`src/rtl/alu_share_arbiter_if.sv`:
```
// alu_share_arbiter_if: request, ALU-drive and response signals of the shared-ALU arbiter.
// slave is the arbiter's view; master is the surrounding core (requesters, ALU, consumer).
interface alu_share_arbiter_if #(parameter int DWIDTH = 32);
    logic [1:0]        req_valid;
    logic [1:0]        req_ready;
    logic [DWIDTH-1:0] req0_a;
    logic [DWIDTH-1:0] req0_b;
    logic [3:0]        req0_op;
    logic [DWIDTH-1:0] req1_a;
    logic [DWIDTH-1:0] req1_b;
    logic [3:0]        req1_op;
    logic [DWIDTH-1:0] alu_in_a;
    logic [DWIDTH-1:0] alu_in_b;
    logic [3:0]        alu_op;
    logic [DWIDTH-1:0] alu_out;
    logic              alu_zero;
    logic              rsp_valid;
    logic              rsp_ready;
    logic              rsp_id;
    logic [DWIDTH-1:0] rsp_data;
    logic              rsp_zero;
    modport slave (
        input  req_valid, req0_a, req0_b, req0_op, req1_a, req1_b, req1_op,
        input  alu_out, alu_zero, rsp_ready,
        output req_ready, alu_in_a, alu_in_b, alu_op,
        output rsp_valid, rsp_id, rsp_data, rsp_zero
    );
    modport master (
        output req_valid, req0_a, req0_b, req0_op, req1_a, req1_b, req1_op,
        output alu_out, alu_zero, rsp_ready,
        input  req_ready, alu_in_a, alu_in_b, alu_op,
        input  rsp_valid, rsp_id, rsp_data, rsp_zero
    );
endinterface

```
`src/rtl/alu_share_arbiter.sv`:
```
// alu_share_arbiter: round-robin sharing of one combinational ALU between two requesters.
// Define ALU_ARB_PERF_EN to add per-requester accept counters perf_cnt0_o/perf_cnt1_o.
module alu_share_arbiter #(parameter int DWIDTH = 32) (
    input  logic clk_i,
    input  logic rst_n_i,
`ifdef ALU_ARB_PERF_EN
    output logic [31:0] perf_cnt0_o,
    output logic [31:0] perf_cnt1_o,
`endif
    alu_share_arbiter_if.slave bus
);
    typedef enum logic {EMPTY, FULL} slot_e;
    slot_e             slot_q, slot_d;
    logic              last_q, last_d;
    logic              id_q, id_d;
    logic              zero_q, zero_d;
    logic [DWIDTH-1:0] data_q, data_d;
    logic              accept, g;
    // The held result leaves the slot in the same cycle a new one may enter it.
    always_comb begin
        g = (&bus.req_valid) ? ~last_q : bus.req_valid[1];
        accept = rst_n_i && (|bus.req_valid) && (slot_q == EMPTY || bus.rsp_ready);
        bus.req_ready = accept ? (g ? 2'b10 : 2'b01) : 2'b00;
        bus.alu_in_a = !accept ? '0 : g ? bus.req1_a : bus.req0_a;
        bus.alu_in_b = !accept ? '0 : g ? bus.req1_b : bus.req0_b;
        bus.alu_op = !accept ? 4'd0 : g ? bus.req1_op : bus.req0_op;
        slot_d = accept ? FULL : bus.rsp_ready ? EMPTY : slot_q;
        last_d = accept ? g : last_q;
        id_d = accept ? g : id_q;
        data_d = accept ? bus.alu_out : data_q;
        zero_d = accept ? bus.alu_zero : zero_q;
    end
    always_ff @(posedge clk_i or negedge rst_n_i) begin
        if (!rst_n_i) begin
            slot_q <= EMPTY;
            last_q <= 1'b1;
            id_q   <= 1'b0;
            data_q <= '0;
            zero_q <= 1'b0;
        end else begin
            slot_q <= slot_d;
            last_q <= last_d;
            id_q   <= id_d;
            data_q <= data_d;
            zero_q <= zero_d;
        end
    end
    assign bus.rsp_valid = slot_q == FULL;
    assign bus.rsp_id    = id_q;
    assign bus.rsp_data  = data_q;
    assign bus.rsp_zero  = zero_q;
`ifdef ALU_ARB_PERF_EN
    logic [31:0] perf0_q, perf1_q;
    always_ff @(posedge clk_i or negedge rst_n_i) begin
        if (!rst_n_i) begin
            perf0_q <= '0;
            perf1_q <= '0;
        end else begin
            perf0_q <= perf0_q + {31'b0, accept & ~g};
            perf1_q <= perf1_q + {31'b0, accept & g};
        end
    end
    assign perf_cnt0_o = perf0_q;
    assign perf_cnt1_o = perf1_q;
`endif
endmodule

```
`src/flat_wrapper.sv`:
```
// flat-port wrapper written by rule: the top's interface ports become plain ports
module alu_share_arbiter_flat 
#(parameter int DWIDTH = 32)
  (clk_i, rst_n_i, bus_req_valid, bus_req0_a, bus_req0_b, bus_req0_op, bus_req1_a, bus_req1_b, bus_req1_op, bus_alu_out, bus_alu_zero, bus_rsp_ready, bus_req_ready, bus_alu_in_a, bus_alu_in_b, bus_alu_op, bus_rsp_valid, bus_rsp_id, bus_rsp_data, bus_rsp_zero);
  alu_share_arbiter_if #(.DWIDTH(DWIDTH)) bus_i ();
  input  logic clk_i;
  input  logic rst_n_i;
  input wire logic [$bits(bus_i.req_valid)-1:0] bus_req_valid;
  input wire logic [$bits(bus_i.req0_a)-1:0] bus_req0_a;
  input wire logic [$bits(bus_i.req0_b)-1:0] bus_req0_b;
  input wire logic [$bits(bus_i.req0_op)-1:0] bus_req0_op;
  input wire logic [$bits(bus_i.req1_a)-1:0] bus_req1_a;
  input wire logic [$bits(bus_i.req1_b)-1:0] bus_req1_b;
  input wire logic [$bits(bus_i.req1_op)-1:0] bus_req1_op;
  input wire logic [$bits(bus_i.alu_out)-1:0] bus_alu_out;
  input wire logic [$bits(bus_i.alu_zero)-1:0] bus_alu_zero;
  input wire logic [$bits(bus_i.rsp_ready)-1:0] bus_rsp_ready;
  output wire logic [$bits(bus_i.req_ready)-1:0] bus_req_ready;
  output wire logic [$bits(bus_i.alu_in_a)-1:0] bus_alu_in_a;
  output wire logic [$bits(bus_i.alu_in_b)-1:0] bus_alu_in_b;
  output wire logic [$bits(bus_i.alu_op)-1:0] bus_alu_op;
  output wire logic [$bits(bus_i.rsp_valid)-1:0] bus_rsp_valid;
  output wire logic [$bits(bus_i.rsp_id)-1:0] bus_rsp_id;
  output wire logic [$bits(bus_i.rsp_data)-1:0] bus_rsp_data;
  output wire logic [$bits(bus_i.rsp_zero)-1:0] bus_rsp_zero;
  assign bus_i.req_valid = bus_req_valid;
  assign bus_i.req0_a = bus_req0_a;
  assign bus_i.req0_b = bus_req0_b;
  assign bus_i.req0_op = bus_req0_op;
  assign bus_i.req1_a = bus_req1_a;
  assign bus_i.req1_b = bus_req1_b;
  assign bus_i.req1_op = bus_req1_op;
  assign bus_i.alu_out = bus_alu_out;
  assign bus_i.alu_zero = bus_alu_zero;
  assign bus_i.rsp_ready = bus_rsp_ready;
  assign bus_req_ready = bus_i.req_ready;
  assign bus_alu_in_a = bus_i.alu_in_a;
  assign bus_alu_in_b = bus_i.alu_in_b;
  assign bus_alu_op = bus_i.alu_op;
  assign bus_rsp_valid = bus_i.rsp_valid;
  assign bus_rsp_id = bus_i.rsp_id;
  assign bus_rsp_data = bus_i.rsp_data;
  assign bus_rsp_zero = bus_i.rsp_zero;
  alu_share_arbiter #(.DWIDTH(DWIDTH)) u_core (.clk_i(clk_i), .rst_n_i(rst_n_i), .bus(bus_i));
endmodule
```
`config.mk`:
```
export PLATFORM = sky130hd
export DESIGN_NAME = alu_share_arbiter_flat
export DESIGN_NICKNAME = d
export VERILOG_FILES = /design/src/rtl/alu_share_arbiter_if.sv /design/src/rtl/alu_share_arbiter.sv /design/src/flat_wrapper.sv
export SDC_FILE = /design/constraint.sdc
export NUM_CORES = 1
export LEC_CHECK = 0
export CAP_MARGIN = 20
export CORE_AREA = 3 3 108 110
export DETAILED_ROUTE_END_ITERATION = 12
export DIE_AREA = 0 0 111 113
export DONT_BUFFER_PORTS = 1
export GPL_ROUTABILITY_DRIVEN = 0
export PLACE_DENSITY = 0.35
export SYNTH_ARGS = -nofsm -noshare
export SYNTH_HDL_FRONTEND = slang
export SYNTH_SLANG_ARGS = --single-unit
```
`constraint.sdc`:
```
create_clock -name clk_i -period 1.7 [get_ports clk_i]
set_input_delay 0.34 -clock clk_i [delete_from_list [all_inputs] [get_ports clk_i]]
set_output_delay 0.34 -clock clk_i [all_outputs]
set_load 0.05 [all_outputs]
```
Word-level counts from Yosys, hierarchy flattened
Cells that the tools add are included.
- flip-flop bits (word level): 36
- output and inout bits: 105
- bitwise operators: 2
- reductions and logical operators: 6
- muxes and demuxes: 11
- operator list (operator ; number):
    32-bit two-way mux ; 4
    4-bit two-way mux ; 2
    2-bit two-way mux ; 2
    1-bit two-way mux ; 3
    1-bit logical AND ; 2
    1-bit inverter ; 2
    2-bit AND reduction ; 1
    2-bit nonzero test ; 1
    2-bit OR reduction ; 1
    1-bit logical OR ; 1

Logic depth before layout (Yosys ltp)
Gate-level depths: netlist of run 1.
- depth after elaboration: 4
- mapped depth: 6
- gate-level depth less buffers: 3

Least setup slack after synthesis of run 1
No wires, ideal clock.
- path type: register -> output
- from: reg u_core.slot_q, in the netlist u_core.bus.rsp_valid
- to: out bus_alu_in_a[22]
- slack: -508 ps
- arrival: 1868 ps
- stages on the path, launching flop included: 6
- data required time: 1360 ps
- cell sequence: dfrtp_1 -> nand2b_4 -> and4_4 -> buf_6 -> buf_2 -> a22o_1
- word-level cells in the longest chain between the ends: 4
- ends and longest elaborated chain (what ; line ; RTL):
    start: declaration ; alu_share_arbiter.sv:13 ; slot_e slot_q, slot_d;
    start signal: assignment ; alu_share_arbiter.sv:41 ; slot_q <= slot_d;
    1-bit inverter ; alu_share_arbiter.sv:22 ; accept = rst_n_i && (|bus.req_valid) && (slot_q == EMPTY || bus.rsp_ready);
    1-bit logical OR ; alu_share_arbiter.sv:22 ;
    1-bit logical AND ; alu_share_arbiter.sv:22 ;
    32-bit two-way mux ; alu_share_arbiter.sv:24 ; bus.alu_in_a = !accept ? '0 : g ? bus.req1_a : bus.req0_a;
    end: declaration ; flat_wrapper.sv:19 ; output wire logic [$bits(bus_i.alu_in_a)-1:0] bus_alu_in_a;
No other way between the ends.

Worst setup path after layout of run 1
- from: reg u_core.last_q
- to: out bus_alu_in_a[19]
- word-level cells in the longest chain between the ends: 4
- ends and longest elaborated chain (what ; line ; RTL):
    start: declaration ; alu_share_arbiter.sv:14 ; logic last_q, last_d;
    start signal: assignment ; alu_share_arbiter.sv:42 ; last_q <= last_d;
    1-bit inverter ; alu_share_arbiter.sv:21 ; g = (&bus.req_valid) ? ~last_q : bus.req_valid[1];
    1-bit two-way mux ; alu_share_arbiter.sv:21 ;
    32-bit two-way mux (2 in series) ; alu_share_arbiter.sv:24 ;
No other way between the ends.

==> results of run 1 <==
-- registers in the layout, summed over array words and instances, names as in the netlist --
signal                cells
u_core.last_q             1
u_core.bus.rsp_id         1
u_core.bus.rsp_zero       1
u_core.bus.rsp_valid      1
u_core.bus.rsp_data      32
-- cells by family after synthesis --
family | synth area share, %
muxes | 17.5
and+or+nand+nor | 1.53
buffers and inverters | 8.60
DFF | 42.5
AOI/OAI and AO/OA | 29.9
-- report_power, final --
| group | leakage (nW) | internal (mW) | switching [mW] |
|---|---|---|---|
| Combinational | 1.14 | 0.618 | 0.722 |
| Clock | 0.0422 | 0.287 | 0.274 |
| Sequential | 0.418 | 0.999 | 0.629 |
-- final cells by class --
| type | count | area, um2 |
|---|---|---|
| Inverter | 3 | 11.3 |
| Tap cell | 140 | 175 |
| Timing Repair Buffer | 60 | 1020 |
| Clock inverter | 1 | 5.00 |
| Fill cell | 1042 | 7150 |
| Sequential cell | 36 | 903 |
| Multi-Input combinational cell | 110 | 1460 |
| Clock buffer | 7 | 76.3 |
-- critical path, delay by kind of cell, from the launching register on --
family                 cells  cell delay, ps
AND/OR/NAND/NOR            2             280
flip-flops                 1             550
AO/OA/AOI/OAI              1             240
buffers and inverters      2             320
-- final timing paths --
check / to / cells after the start / from / slack [ps]
min in group asynchronous: u_core.bus.rsp_data[27] / 2 / rst_n_i / 510
setup / recovery: bus_alu_in_a[19] / 5 / u_core.last_q / -330
hold / removal: u_core.bus.rsp_valid / 2 / rst_n_i / 200
setup reg to reg: u_core.bus.rsp_data[29] / 5 / u_core.bus.rsp_valid / 240
max in group asynchronous: u_core.last_q / 2 / rst_n_i / 950
hold reg to reg: u_core.last_q / 2 / u_core.last_q / 480
-- through the flow --
stage | instances | hold slack [ps] | cell area (um2)
after floorplan | 168 | 44.4 | 2440
after global placement | 346 | 45.6 | 3380
after detailed placement | 346 | 45.4 | 3380
after CTS | 357 | 190 | 3570
after global routing | 357 | 194 | 3650
final | 357 | 200 | 3650
-- cell usage in the layout, fill, tap and decap left out, drive strengths merged --
cell and n:
a22o 68, buf 59, dfrtp 35, mux2 33
clkbuf 7, inv 3, nand2 2, a21oi 2
nand2b 1, o2111a 1, and4 1, o211ai 1
o21ai 1, clkinv 1, dlygate4sd3 1, dfstp 1
-- timing repair --
action / 4_1_cts / 5_1_grt
pin swaps: 9 / 3
endpoints found under the hold margin: 36 / 0
gates resized for setup: 12 / 11
endpoints found under the setup margin: 70 / 70
hold buffers: 2 / 0
cloned: 1 / 0
-- per-layer routing --
metal  up-vias  part of all wire (%)  track usage (%)  routed length [um]
met5         -                     0                0                   0
met4         0                  0.99             1.89                 101
met3         4                   8.8             5.83                 890
met2       128                    53             26.9                5410
met1       858                    37             17.4                3770
li1        763                     -                -                   -
==> impl_metrics.toml, run 1 <==
[run_status]
status = "finished, violations left"
violations = "setup timing"

[global_routing]
grt_pass1_vias = 1970
grt_pass1_wl_um = 14100
antenna_found_initial = 0
grtUsageTotal_pct = 15.0
overflow = 0
grt_max_degree = 37

[setup_path]
crit_required_ps = 1360
cp_max_fo = 15
cpPeakStageDelay_ps = 550
crit_path_end_kind = "primary output"
worstPathCellList = "nand2_1 -> and4_4 -> buf_12 -> a22o_4 -> buf_12"
crit_type = "flip-flop to primary output"
slowest_stage = "dfstp_2"
startpoint_type = "flip-flop"
crit_top_cell = "buf_12"
worstPathArrival_ps = 1690

[timing]
hold_violations = 0
finalSetupViolations = 70
finalCriticalPeriod_ps = 2030
worst_pin_slew_ps = 504
tns_ps = -19010
fin_skew_ps = 8.05
fin_ws_ps = -327
final_max_slew_viol_count = 0
period_share_pct = 119
slew_headroom_pct = 66.4
fmax_ghz = 0.493
rsz0062_at_grt = "yes"

[place]
dp_slack_ps = -41.3
dp_hpwl_um = 8930
portBuffers = 0

[clock_tree]
clkTransAtPathRegs_ps = 70
cts_buffers = 5
postCtsSetupBuffers = 0
ctsLongestPathBuffers = 2
clock_latency_ps = 270
htreeDepth = 2
cts_root_buf = "clkbuf_8"
cts_tree = "done"
cts.sinks = 36

[drt]
drc = 0
vias = 1753
ant_nets = 0
firstDrtPassIters = 4
via_per_inst = 4.91
drt_wl_total_um = 10200
wl_per_cell_um = 28.5
dr.first_iter.drc_count = 86

[synth]
async_reset_ff_share_pct = 100
synth_edf_count = 0
syn_nets = 342
yosysUniqueCellTypes = 15
avgSynthCellArea_um2 = 12.6
synth.most_common_cell = "a22o_1"
ys_warn_count = 0
yosys-top-cells-count = "a22o_1 (68), dfrtp_1 (35), mux2_2 (33)"
yosysTopAreaCellShare_pct = 41.2
syn_area_mm2 = 0.00212
netlist_instances = 168
synth-seq-area-share_pct = 42.5
ys.flop_type = "dfrtp_1"
synth_area_leaders = "dfrtp_1 (41%), a22o_1 (28%), mux2_2 (18%)"
yosys.area.top_type = "dfrtp_1"
synth_seq_cells = 36

[floorplan]
coreArea_mm2 = 0.0108
die_h_um = 113
die_width_um = 111
row_count = 38
dieArea_mm2 = 0.0125
io_pins = 279
initial_core_util_pct = 19.7

[finish]
final_nets = 390
drive_gt1_share_pct = 79.3
fin_util_pct = 33.8
syn_to_final_growth_pct = 71.7
antenna_cells = 0

[pwr]
p_leak_nw = 1.60
total_power_mw = 3.53
peakVddDrop_mv = 0.505
power.density_mw_per_mm2 = 968

[worst_hold_path]
hp-class = "primary input to flip-flop"

[run]
maxCapViolations = 0
(Power assumes the default switching activity.)
==> inputs of run 2 (changes only) <==
--- a/config.mk
+++ b/config.mk
@@ -5,7 +5,6 @@
 export SDC_FILE = /design/constraint.sdc
 export NUM_CORES = 1
 export LEC_CHECK = 0
-export CAP_MARGIN = 20
 export CORE_AREA = 3 3 108 110
 export DETAILED_ROUTE_END_ITERATION = 12
 export DIE_AREA = 0 0 111 113
==> results of run 2 <==
The final DEF is identical to that of run 1; final timing and power are the same.
==> inputs of run 3 (changes only) <==
--- a/config.mk
+++ b/config.mk
@@ -5,12 +5,12 @@
 export SDC_FILE = /design/constraint.sdc
 export NUM_CORES = 1
 export LEC_CHECK = 0
-export CORE_AREA = 3 3 108 110
+export CORE_AREA = 4 4 106 108
 export DETAILED_ROUTE_END_ITERATION = 12
-export DIE_AREA = 0 0 111 113
+export DIE_AREA = 0 0 110 112
 export DONT_BUFFER_PORTS = 1
 export GPL_ROUTABILITY_DRIVEN = 0
-export PLACE_DENSITY = 0.35
+export PLACE_DENSITY = 0.37
 export SYNTH_ARGS = -nofsm -noshare
 export SYNTH_HDL_FRONTEND = slang
 export SYNTH_SLANG_ARGS = --single-unit
==> constraint.sdc (replaced) <==
create_clock -name clk_i -period 1.7 [get_ports clk_i]
set_input_delay 0.34 -clock clk_i [delete_from_list [all_inputs] [get_ports clk_i]]
set_output_delay 0.34 -clock clk_i [all_outputs]
set_load 0.02 [all_outputs]
==> impl_metrics.toml, run 3 (synthesis results as in run 1) <==
[timing]
slew_headroom_pct = 83.6
hold_ws_ps = 201
final_max_slew_viol_count = 0
fin_ws_ps = -262
fin_skew_ps = 2.03
rsz0062_at_grt = "yes"
period_share_pct = 115
hold_violations = 0
finalCriticalPeriod_ps = 1960
worst_pin_slew_ps = 246
finalSetupViolations = 70
fmax_ghz = 0.510
tns_ps = -14480

[pwr]
total_power_mw = 2.89
power.density_mw_per_mm2 = 902
peakVddDrop_mv = 0.523
p_leak_nw = 1.45

[setup_path]
worstRegToRegCells = 5
startpoint_type = "flip-flop"
worstPathCellList = "o2111a_2 -> buf_6 -> buf_6 -> a22o_1 -> buf_6"
crit_path_end_kind = "primary output"
crit_required_ps = 1360
cpPeakStageDelay_ps = 550
cp_max_fo = 6
slowest_stage = "dfstp_2"
worstPathArrival_ps = 1620
crit_type = "flip-flop to primary output"
reg2reg_to = "u_core.bus.rsp_id"
crit_top_cell = "buf_6"
regToRegStartpoint = "u_core.last_q"
rrSetupSlack_ps = 280

[place]
post-place-cells = 302
dp_slack_ps = -25.3
portBuffers = 0
post_dp_cell_area_mm2 = 0.00230
dp_hpwl_um = 7410

[floorplan]
die_width_um = 110
dieArea_mm2 = 0.0123
row_count = 37
initial_core_util_pct = 20.8
io_pins = 279
die_h_um = 112
coreArea_mm2 = 0.0102

[drt]
ant_nets = 0
dr.first_iter.drc_count = 61
vias = 1724
wl_per_cell_um = 30.9
drt_wl_total_um = 10100
via_per_inst = 5.29
firstDrtPassIters = 4
drc = 0

[worst_hold_path]
hold_depth = 2
hold_end = "u_core.bus.rsp_valid"
hp-class = "primary input to flip-flop"
hp-start = "bus_req_valid[0]"

[finish]
mostFrequentLayoutCells = "a22o_4 (58), dfrtp_1 (35), mux2_2 (33), buf_6 (13)"
syn_to_final_growth_pct = 51.2
mostFrequentLayoutCell = "a22o_4"
final_nets = 362
design_area_mm2 = 0.00321
fin_util_pct = 31.4
drive_gt1_share_pct = 72.5
final_cells = 326
largest_reg_flops = 32

[global_routing]
gr-usage-met2_pct = 25.5
use_met3_pct = 5.91
antenna_found_initial = 1
grt_use_met1_pct = 16.5
overflow = 0
grt_pass1_vias = 1932
grt_max_degree = 37
grtUsageTotal_pct = 14.7
grt_pass1_wl_um = 13200
busiest_layer = "met2"

[clock_tree]
cts.sinks = 36
ctsLongestPathBuffers = 2
cts_buffers = 5
clkTransAtPathRegs_ps = 70
cts_root_buf = "clkbuf_8"
clock_latency_ps = 280
cts_tree = "done"
htreeDepth = 2

[run_status]
status = "finished, violations left"
violations = "setup timing"

[run]
maxCapViolations = 0
==> run 3: cell type report <==
type / instances / area (um2)
fill: 1002 / 7020
clock inverter: 2 / 35.0
sequential: 36 / 902
antenna: 1 / 2.50
multi-input combinational: 110 / 1560
clock buffer: 6 / 72.6
tap: 136 / 170
inverter: 3 / 11.3
timing repair buffer: 32 / 457
==> run 3: layer usage <==
metal	vias up	routed length, um	part of all wire, %
met2	148	5190	51
met4	0	89	0.88
li1	709	-	-
met3	6	1190	12
met5	-	0	0
met1	861	3620	36
==> run 3: how the worst max path moves through the flow <==
stage | start | to | slack, ps | cells after the start
CTS | u_core.last_q | bus_alu_op[2] | -280 | 5
detailed placement | u_core.last_q | bus_alu_in_a[7] | -30 | 3
floorplan | u_core.bus.rsp_valid | bus_alu_in_a[22] | -20 | 5
global route | u_core.last_q | bus_alu_op[2] | -340 | 5
global placement | u_core.last_q | bus_alu_in_a[7] | 20 | 3
finish | u_core.last_q | bus_alu_op[1] | -260 | 5
==> run 3: critical path, delay by kind of cell (launching register included) <==
family	cells	cell delay, ps
DFF	1	550
AOI/OAI and AO/OA	2	400
buffers and inverters	3	390
==> run 3: where the power goes <==
part	internal [mW]	switching (mW)	total (mW)
Sequential	1.01	0.289	1.30
Clock	0.435	0.299	0.734
Combinational	0.446	0.419	0.865
==> run 3: what timing repair did <==
item / 4_1_cts / 5_1_grt
pin swaps: 19 / 7
hold buffers: 2 / 0
buffers inserted: 7 / 2
endpoints found under the hold margin: 36 / 0
endpoints found under the setup margin: 70 / 70
resized for setup: 95 / 5
cloned: 3 / 2
==> edit (settings of run 2) <==
Take the reset off `data_q` and load it in a clocked block of its own.
--- a/src/rtl/alu_share_arbiter.sv
+++ b/src/rtl/alu_share_arbiter.sv
@@ -35,15 +35,17 @@
             slot_q <= EMPTY;
             last_q <= 1'b1;
             id_q   <= 1'b0;
-            data_q <= '0;
             zero_q <= 1'b0;
         end else begin
             slot_q <= slot_d;
             last_q <= last_d;
             id_q   <= id_d;
-            data_q <= data_d;
             zero_q <= zero_d;
         end
+    end
+
+    always_ff @(posedge clk_i) begin
+        data_q <= data_d;
     end
     assign bus.rsp_valid = slot_q == FULL;
     assign bus.rsp_id    = id_q;
Formal check against the unedited RTL: differs if rst_n_i is asserted again (counterexample within 4 cycles, from zero or initial values and one cycle with rst_n_i low); with rst_n_i held inactive, the same outputs for 10 cycles.
==> edit against run 2 <==
- the flow still finishes with violations (negative setup slack)
- non-clock buffer count up 1
- sequential cell count unchanged
- synthesized cell count down 22%
- global-route usage down 2.2 points
- area after synthesis down 11%
- wire length down 5.7%
- total power down 14%
- count of clock-buffer cells in the layout unchanged
- hold slack worse by 0.048 ns
- sequential share of layout area up 5.4 points
- combinational power down 9%
- setup slack better by 0.0026 ns
- final area down 3.4%
- clock power down 2%
==> edit: results (changes against run 2) <==
Outcome
  • Status: complete, but fails checks (unchanged)
  • Failing checks: negative setup slack (unchanged)

Flow run
  • Max_cap viols: 0 (unchanged)

Yosys
  • Post-synth EDFFs: 32 (was 0)
  • Synth area leaders: edfxtp_1 51%, a22o_1 31%, buf_6 5.9% (was dfrtp_1 41%, a22o_1 28%, mux2_2 18%)
  • Ys flop type: edfxtp_1 (was dfrtp_1)
  • Post-synth top cells: 68 x a22o_1, 32 x edfxtp_1, 10 x buf_6, 5 x buf_2, 3 x dfrtp_1 (was 68 x a22o_1, 35 x dfrtp_1, 33 x mux2_2, 11 x buf_6, 5 x buf_2)
  • Seq/Total Area, Yosys: 56.1% (was 42.5%)
  • Synth warn: 0 (unchanged)
  • Netlist cell types: 16 (was 15)
  • Synth Area per Inst: 14.5 um2 (was 12.6 um2)
  • Post-synth ARST share: 11.1% (was 100%)
  • Post-Syn Nets: 305 (was 342)

Power and ir drop
  • Leak pwr: 1.42 nW (was 1.60 nW)
  • Worst VDD drop: 407 uV (was 505 uV)
  • Pint: 1.86 mW (was 1.90 mW)

GRT
  • Initial antenna violation count: 1 (was 0)
  • Largest net degree at the start of global routing: 33 (was 37)
  • First-pass GRT wire length: 11,900 um (was 14,100 um)
  • Global Route Usage Sum: 12.8% (was 15.0%)
  • Number of global-route vias before repair: 1,719 (was 1,970)

Finish
  • Layout cells sized above 1: 76.2% (was 79.3%)
  • Post-layout nets: 358 (was 390)
  • Fillers: 1,026 (was 1,042)
  • Layout Cells excl Fill: 326 (was 357)

Clock network
  • Worst skew pair latency: between 0.2 and 0.3 ns

Timing
  • Setup ws final: -0.324 ns (was -0.327 ns)
  • Total negative setup slack: -18.72 ns (was -19.01 ns)
  • Worst Skew: 0.00322 ns (was 0.00805 ns)
  • Setup violators final: 69 (was 70)
  • Slew @ Worst Pin: 0.494 ns (was 0.504 ns)
  • Slew Viols, Final: 0 (unchanged)

Worst setup path
  • Slowest Stage Delay on Critical Path: approximately 0.56 ns
  • Max FO, Critical Path: 16 (was 15)

Detailed routing
  • Via density: 4.91 (about the same)
  • Drt total wl: 9590 um (was 10,200 um)
  • 1st-iter DRT viols: 79 (was 86)

Placed design
  • Pre-CTS worst setup slack: -0.0537 ns (was -0.0413 ns)
  • Final HPWL DP: 8000 um (was 8930 um)
## edit: layer usage
metal  wire length [um]  GRT usage (%)
met3               1180           8.18
met1               3110           12.4
met4                125           2.63
met5                  0              0
met2               5170           23.1
## edit: final cells by class
| cell class | instances | area share (%) |
|---|---|---|
| inverters | 1 | 0.107 |
| clock inverters | 1 | 0.107 |
| clock buffers | 7 | 2.17 |
| repair buffers | 61 | 31.0 |
| multi-input cells | 79 | 31.4 |
| diodes | 1 | 0.0711 |
| well taps | 140 | 4.98 |
| flip-flops and latches | 36 | 30.2 |
## edit: worst paths after layout
path | start | endpoint | slack, ns | cells past startpoint
worst min-delay path | bus_alu_out[6] | u_core.bus.rsp_data[6] | 0.15 | 0
worst max register to register | u_core.bus.rsp_valid | u_core.bus.rsp_data[28] | 0.34 | 4
worst max-delay path | u_core.last_q | bus_alu_in_b[31] | -0.32 | 4
worst min register to register | u_core.last_q | u_core.last_q | 0.56 | 1
max in group asynchronous | rst_n_i | u_core.last_q | 1.11 | 1
min in group asynchronous | rst_n_i | u_core.bus.rsp_zero | 0.34 | 1
## edit: logic make-up after synthesis
group	count (synthesis)	share of synthesized area (%)
AO/OA/AOI/OAI	72	33.4
buffers and inverters	17	7.87
flip-flops	36	56.1
multiplexers	1	0.595
AND/OR/NAND/NOR	5	2.05
## edit: power by group through the flow
stage               Sequential (mW)  Combinational (mW)  Clock (mW)
floorplan                      1.26               0.769           0
global placement               1.26                1.14           0
detailed placement             1.27                1.15           0
CTS                            1.25                1.16       0.584
global route                   1.25                1.26       0.635
finish                         1.24                1.22       0.552
## edit: repair_timing
action,in CTS,in global routing
endpoints found under the setup margin,70,70
endpoints found under the hold margin,4,0
hold buffers,1,0
gates resized for setup,3,25
gates cloned,0,6
pin swaps,15,15
## edit: metrics by stage
stage                     total power, mW  cell area [um2]
final                                3.02             3520
after global placement               2.40             3180
after global routing                 3.14             3520
after floorplan                      2.03             2210
after detailed placement             2.41             3180
after CTS                            2.99             3280
## edit: worst max-delay path, delay by kind of cell, from the launching register on
kind,cells,cell delay [ns]
compound gates,2,0.52
buf+inv,2,0.32
flops,1,0.56
